<file path="src/rtl/psum_row_collector.sv">
`timescale 1ns/1ps
// -----------------------------------------------------------------------------
// psum_row_collector
//
// Purpose:
//   Collects the dual-psum row leaving the bottom MAC row of the systolic array.
//   Column valids arrive skewed by one cycle per column. Each column writes into
//   its own FIFO. A complete, column-aligned row is popped to the downstream
//   consumer once every column FIFO holds at least one entry.
//
// Optional feature (compile-time macro):
//   PSUM_ROW_COLLECTOR_RELU_EN - when defined, every popped psum whose sign bit
//   is set is replaced by zero before it reaches out. Storage keeps raw values.
//
// Ports:
//   clk      in   clock
//   reset    in   synchronous active-high reset (pointers, out, overflow)
//   in_s     in   dual psums, column i at [psum_bw*(2i+2)-1 : psum_bw*2i],
//                 psum0 in the low half, psum1 in the high half
//   valid    in   per-column write strobe for in_s
//   rd       in   pop request; acted on only while o_valid is high
//   out      out  registered popped row, same packing as in_s
//   o_valid  out  every column FIFO holds at least one entry
//   o_full   out  at least one column FIFO is full
//   o_ready  out  no column FIFO is full
//   overflow out  sticky: a write to a full column was dropped
// -----------------------------------------------------------------------------
module psum_row_collector #(
  parameter int psum_bw = 9,
  parameter int col     = 8,
  parameter int depth   = 16,
  parameter int ptr_bw  = 4
) (
  input  logic                     clk,
  input  logic                     reset,
  input  logic [psum_bw*col*2-1:0] in_s,
  input  logic [col-1:0]           valid,
  input  logic                     rd,
  output logic [psum_bw*col*2-1:0] out,
  output logic                     o_valid,
  output logic                     o_full,
  output logic                     o_ready,
  output logic                     overflow
);

  localparam int pair_bw = 2 * psum_bw;
  localparam logic [ptr_bw:0] ptr_one = {{ptr_bw{1'b0}}, 1'b1};

  // Read pointers always move together, so one shared pointer serves all columns.
  logic [ptr_bw:0]  rptr_reg;
  logic [col-1:0]   col_empty;
  logic [col-1:0]   col_full;
  logic [col-1:0]   drop;
  logic             pop;
  logic             overflow_reg;

  // Shapes a stored psum pair on its way to out.
  function automatic logic [pair_bw-1:0] shape_pair(input logic [pair_bw-1:0] p);
    logic [pair_bw-1:0] r;
    r = p;
`ifdef PSUM_ROW_COLLECTOR_RELU_EN
    if (p[psum_bw-1]) r[psum_bw-1:0] = '0;
    if (p[pair_bw-1]) r[pair_bw-1:psum_bw] = '0;
`endif
    return r;
  endfunction

  assign o_valid  = ~|col_empty;
  assign o_full   = |col_full;
  assign o_ready  = ~o_full;
  assign pop      = rd && o_valid;
  assign overflow = overflow_reg;

  genvar gi;
  generate
    for (gi = 0; gi < col; gi++) begin : g_col
      logic [pair_bw-1:0] mem [depth];
      logic [ptr_bw:0]    wptr_reg;
      logic [pair_bw-1:0] out_col_reg;
      logic [pair_bw-1:0] in_pair;
      logic               wr_en;

      assign in_pair = in_s[gi*pair_bw +: pair_bw];

      assign col_empty[gi] = (wptr_reg == rptr_reg);
      assign col_full[gi]  = (wptr_reg[ptr_bw-1:0] == rptr_reg[ptr_bw-1:0]) &&
                             (wptr_reg[ptr_bw] != rptr_reg[ptr_bw]);

      // A pop at the same edge frees the slot a full column is about to reuse;
      // the read below still sees the old entry because both are registered.
      assign wr_en    = valid[gi] && (!col_full[gi] || pop);
      assign drop[gi] = valid[gi] && col_full[gi] && !pop;

      always_ff @(posedge clk) begin
        if (reset) begin
          wptr_reg <= '0;
        end else if (wr_en) begin
          wptr_reg <= wptr_reg + ptr_one;
        end
      end

      always_ff @(posedge clk) begin
        if (wr_en && !reset) begin
          mem[wptr_reg[ptr_bw-1:0]] <= in_pair;
        end
      end

      // Registered read: out holds until the next accepted pop.
      always_ff @(posedge clk) begin
        if (reset) begin
          out_col_reg <= '0;
        end else if (pop) begin
          out_col_reg <= shape_pair(mem[rptr_reg[ptr_bw-1:0]]);
        end
      end

      assign out[gi*pair_bw +: pair_bw] = out_col_reg;
    end
  endgenerate

  always_ff @(posedge clk) begin
    if (reset) begin
      rptr_reg <= '0;
    end else if (pop) begin
      rptr_reg <= rptr_reg + ptr_one;
    end
  end

  always_ff @(posedge clk) begin
    if (reset) begin
      overflow_reg <= 1'b0;
    end else if (|drop) begin
      overflow_reg <= 1'b1;
    end
  end

endmodule

</file>
<file path="config.mk">
export PLATFORM = sky130hd
export DESIGN_NAME = psum_row_collector
export DESIGN_NICKNAME = d
export VERILOG_FILES = /design/src/rtl/psum_row_collector.sv
export SDC_FILE = /design/constraint.sdc
export NUM_CORES = 2
export LEC_CHECK = 0
export CAP_MARGIN = 20
export CORE_ASPECT_RATIO = 0.6
export CORE_UTILIZATION = 55
export DETAILED_ROUTE_END_ITERATION = 12
export DONT_BUFFER_PORTS = 1
export GPL_TIMING_DRIVEN = 0
export PLACE_DENSITY = 0.81
export RECOVER_POWER = 50
export SLEW_MARGIN = 0
export SYNTH_ARGS = -nofsm -noshare
export SYNTH_HDL_FRONTEND = slang
export SYNTH_SLANG_ARGS = --single-unit
</file>
<file path="constraint.sdc">
create_clock -name clk -period 9.3 [get_ports clk]
set_input_delay 0.93 -clock clk [delete_from_list [all_inputs] [get_ports clk]]
set_output_delay 0.93 -clock clk [all_outputs]
set_load 0.01 [all_outputs]
</file>
==> results.ini <==
[sta]
fin_crit_sh_pct=56.24
fmax_mhz=191.2
relSlewSlack_pct=18.08
hold_viol=0
skew_ns=0.05232
finalMaxSlewViolations=0
final.min_clock_period_ns=5.230
setup_viol=0
rsz0062_at_grt=no
tns_ns=0
worst_pin_slew_ns=1.229

[drt]
postRouteAntennaNets=0
drc=0
wl_per_cell_um=37.38
wl_met2_um=127100
drt_first_pass_iters=6
vias_per_cell=6.943
wl_met1_um=90570
drt_iter0_markers=8356
wl_met3_um=41800
top_layer=met5
finalWirelength_um=271600
vias=50440

[global_routing]
gr-total-overflow=0
antenna_found_initial=13
grt_pass1_wl_um=375300
grt_start_max_net_pins=19
track_usage_pct=30.59
grt_pass1_vias=50620

[setup_path]
cp_max_fo=11
cp_num_buf_inv=5
arrival_ns=5.79
critPathKind=reg -> reg
critPathSlowestCell=nor2_2
crit_top_cell=clkbuf_1
cp-end-kind=flip-flop
slowest_delay_ns=0.78
required_ns=9.86
cp_top_family=buffers and inverters
crit_chain=clkbuf_1, xnor2_1, nand4_1, o22ai_1, or4_1, clkbuf_1, inv_1, clkbuf_1, a21oi_1, or3_4, nor2_2, buf_8
startpoint_type=flip-flop

[floorplan]
fp.dieH_um=324.4
boundaryPins=303
start_util_pct=55.76
die_area_um2=174900
rows=117
die_w_um=539.3
coreArea_um2=170800

[clock_network]
clk_latency_ns=0.88
cts_tree=built
clkSlewWorstSetupHoldPaths_ns=0.08
htreeDepth=4
numCtsBuffers=207
postCtsSetupBuffers=0
cts_buffer_depth=3
cts-root-buf=clkbuf_16
ctsResizeCount=0
postCtsHoldBufs=0
clock_sinks=2494

[synth]
syn_area_per_cell_um2=21.52
ys_seq_elements=2494
synth_edf_count=2304
yosysSeqAreaShare_pct=76.63
syn_area_um2=95250
synth-warning-count=0
synth.distinct_cells=46
synth_flop_cell=edfxtp_1
ys_async_sr_fraction_pct=0
syn-instance-count=4426
syn_nets=4614

[run]
cap_viol_max_count=0

[placement]
io_buffer_count=0
gp_congestion=0.8384
dp.cells=6840
dp_hpwl_um=168400

[layout]
largest_register_ff_count=2304
stdcell_count=7265
nets=4996
syn_to_final_growth_pct=13.61
fill_cells=10440
drive_gt1_share_pct=28.09

[min_path]
hold_class=in -> reg

[pwr]
powerDensity_nw_per_um2=199.7
p_leak_nw=32.59
ir_worst_vdd_mv=0.1902

[run_status]
status=completed

logic make-up after synthesis:
logic type	Yosys count	synth area share, %
compound gates	248	1.545
xor+xnor	44	0.4046
fa+ha+maj	33	0.4335
buf+inv	286	1.249
flops	2494	76.63
mux	720	17.02
simple gates	601	2.716
per-stage QoR:
step / instance area (um2) / utilization (%) / setup slack [ns] / hold WS [ns] / total power, mW
floorplan: 95250 / - / 5.613 / 0.4696 / 12.73
global placement: 98080 / 57.41 / 3.624 / 0.4939 / 12.80
detailed placement: 101100 / 59.17 / 5.130 / 0.4957 / 12.84
CTS: 107900 / 63.17 / 4.972 / 0.09137 / 21.59
global route: 108200 / 63.33 / 3.926 / 0.09760 / 22.02
finish: 108200 / 63.34 / 4.070 / 0.1298 / 21.61
power breakdown:
part | switching [mW] | internal, mW
clock network | 4.19 | 4.81
registers | 0.0314 | 12.3
logic | 0.166 | 0.104
total | 4.39 | 17.2
area by class of cell:
type,instances,area [um2],area share [%]
Antenna cell,13,32.53,0.03006
Buffer,242,1011,0.9342
Clock buffer,274,5567,5.144
Clock inverter,118,1261,1.165
Inverter,44,165.2,0.1526
Multi-Input combinational cell,1646,21490,19.86
Sequential cell,2494,72990,67.45
Tap cell,2261,2829,2.614
Timing Repair Buffer,173,2873,2.655
worst paths after layout:
kind | start | endpoint | slack, ns | depth (start not counted)
min | in_s[27] | g_col[1].mem[1][9]$_DFFE_PP_ | 0.13 | 0
min reg2reg | g_col[3].out_col_reg[16]$_SDFFE_PP0N_ | g_col[3].out_col_reg[16]$_SDFFE_PP0N_ | 0.51 | 2
max reg2reg | rptr_reg[2]$_SDFFE_PP0N_ | g_col[4].mem[2][16]$_DFFE_PP_ | 4.07 | 12
max | rptr_reg[2]$_SDFFE_PP0N_ | g_col[4].mem[2][16]$_DFFE_PP_ | 4.07 | 12
placed cells by master, fill, tap and decap left out, types with 8 or more instances in the layout:
| master | Yosys | routed |
|---|---|---|
| diode_2 | 0 | 13 |
| nor2_4 | 1 | 11 |
| buf_6 | 1 | 36 |
| edfxtp_1 | 2304 | 2304 |
| inv_1 | 43 | 44 |
| buf_8 | 0 | 102 |
| and3_1 | 12 | 12 |
| buf_16 | 0 | 33 |
| mux4_2 | 720 | 720 |
| nand3_1 | 28 | 28 |
| nand2_1 | 346 | 346 |
| clkinv_1 | 0 | 36 |
| buf_2 | 72 | 68 |
| clkinv_2 | 0 | 37 |
| and4_1 | 11 | 11 |
| clkbuf_1 | 142 | 204 |
| dfxtp_1 | 190 | 190 |
| nor2_1 | 124 | 16 |
| clkbuf_16 | 0 | 211 |
| buf_1 | 22 | 22 |
| clkinvlp_4 | 0 | 8 |
| o311ai_0 | 8 | 8 |
| ha_1 | 33 | 33 |
| nand2b_1 | 8 | 8 |
| a31oi_1 | 11 | 11 |
| o21a_1 | 31 | 31 |
| a21oi_1 | 157 | 159 |
| xor2_1 | 9 | 9 |
| nor2_2 | 0 | 98 |
| bufinv_16 | 0 | 20 |
| xnor2_1 | 35 | 35 |
| nand4_1 | 10 | 10 |
| nor3_2 | 2 | 18 |
| nor3_1 | 33 | 15 |
synth_stat cells, drive strengths merged, types with 8 or more instances:
| library cell | instances | area share (%) |
|---|---|---|
| mux4 | 720 | 17 |
| a31oi | 11 | 0.072 |
| a21oi | 161 | 0.86 |
| edfxtp | 2304 | 73 |
| nand3 | 28 | 0.15 |
| nand2 | 346 | 1.4 |
| nor3 | 35 | 0.19 |
| nand4 | 10 | 0.066 |
| or3 | 11 | 0.10 |
| inv | 44 | 0.17 |
| xnor2 | 35 | 0.32 |
| nand2b | 8 | 0.053 |
| clkbuf | 142 | 0.56 |
| and3 | 12 | 0.079 |
| buf | 100 | 0.52 |
| xor2 | 9 | 0.083 |
| ha | 33 | 0.43 |
| o21a | 31 | 0.24 |
| and4 | 11 | 0.10 |
| dfxtp | 190 | 4.0 |
| o311ai | 8 | 0.074 |
| nor2 | 125 | 0.50 |
per-layer routing:
metal / vias up / GRT usage [%]
met5: - / 0
met4: 10 / 11.83
met3: 684 / 10.88
met2: 4674 / 46.94
met1: 26040 / 40.46
li1: 19040 / -
No activity file was read; power rests on OpenSTA's default activity.
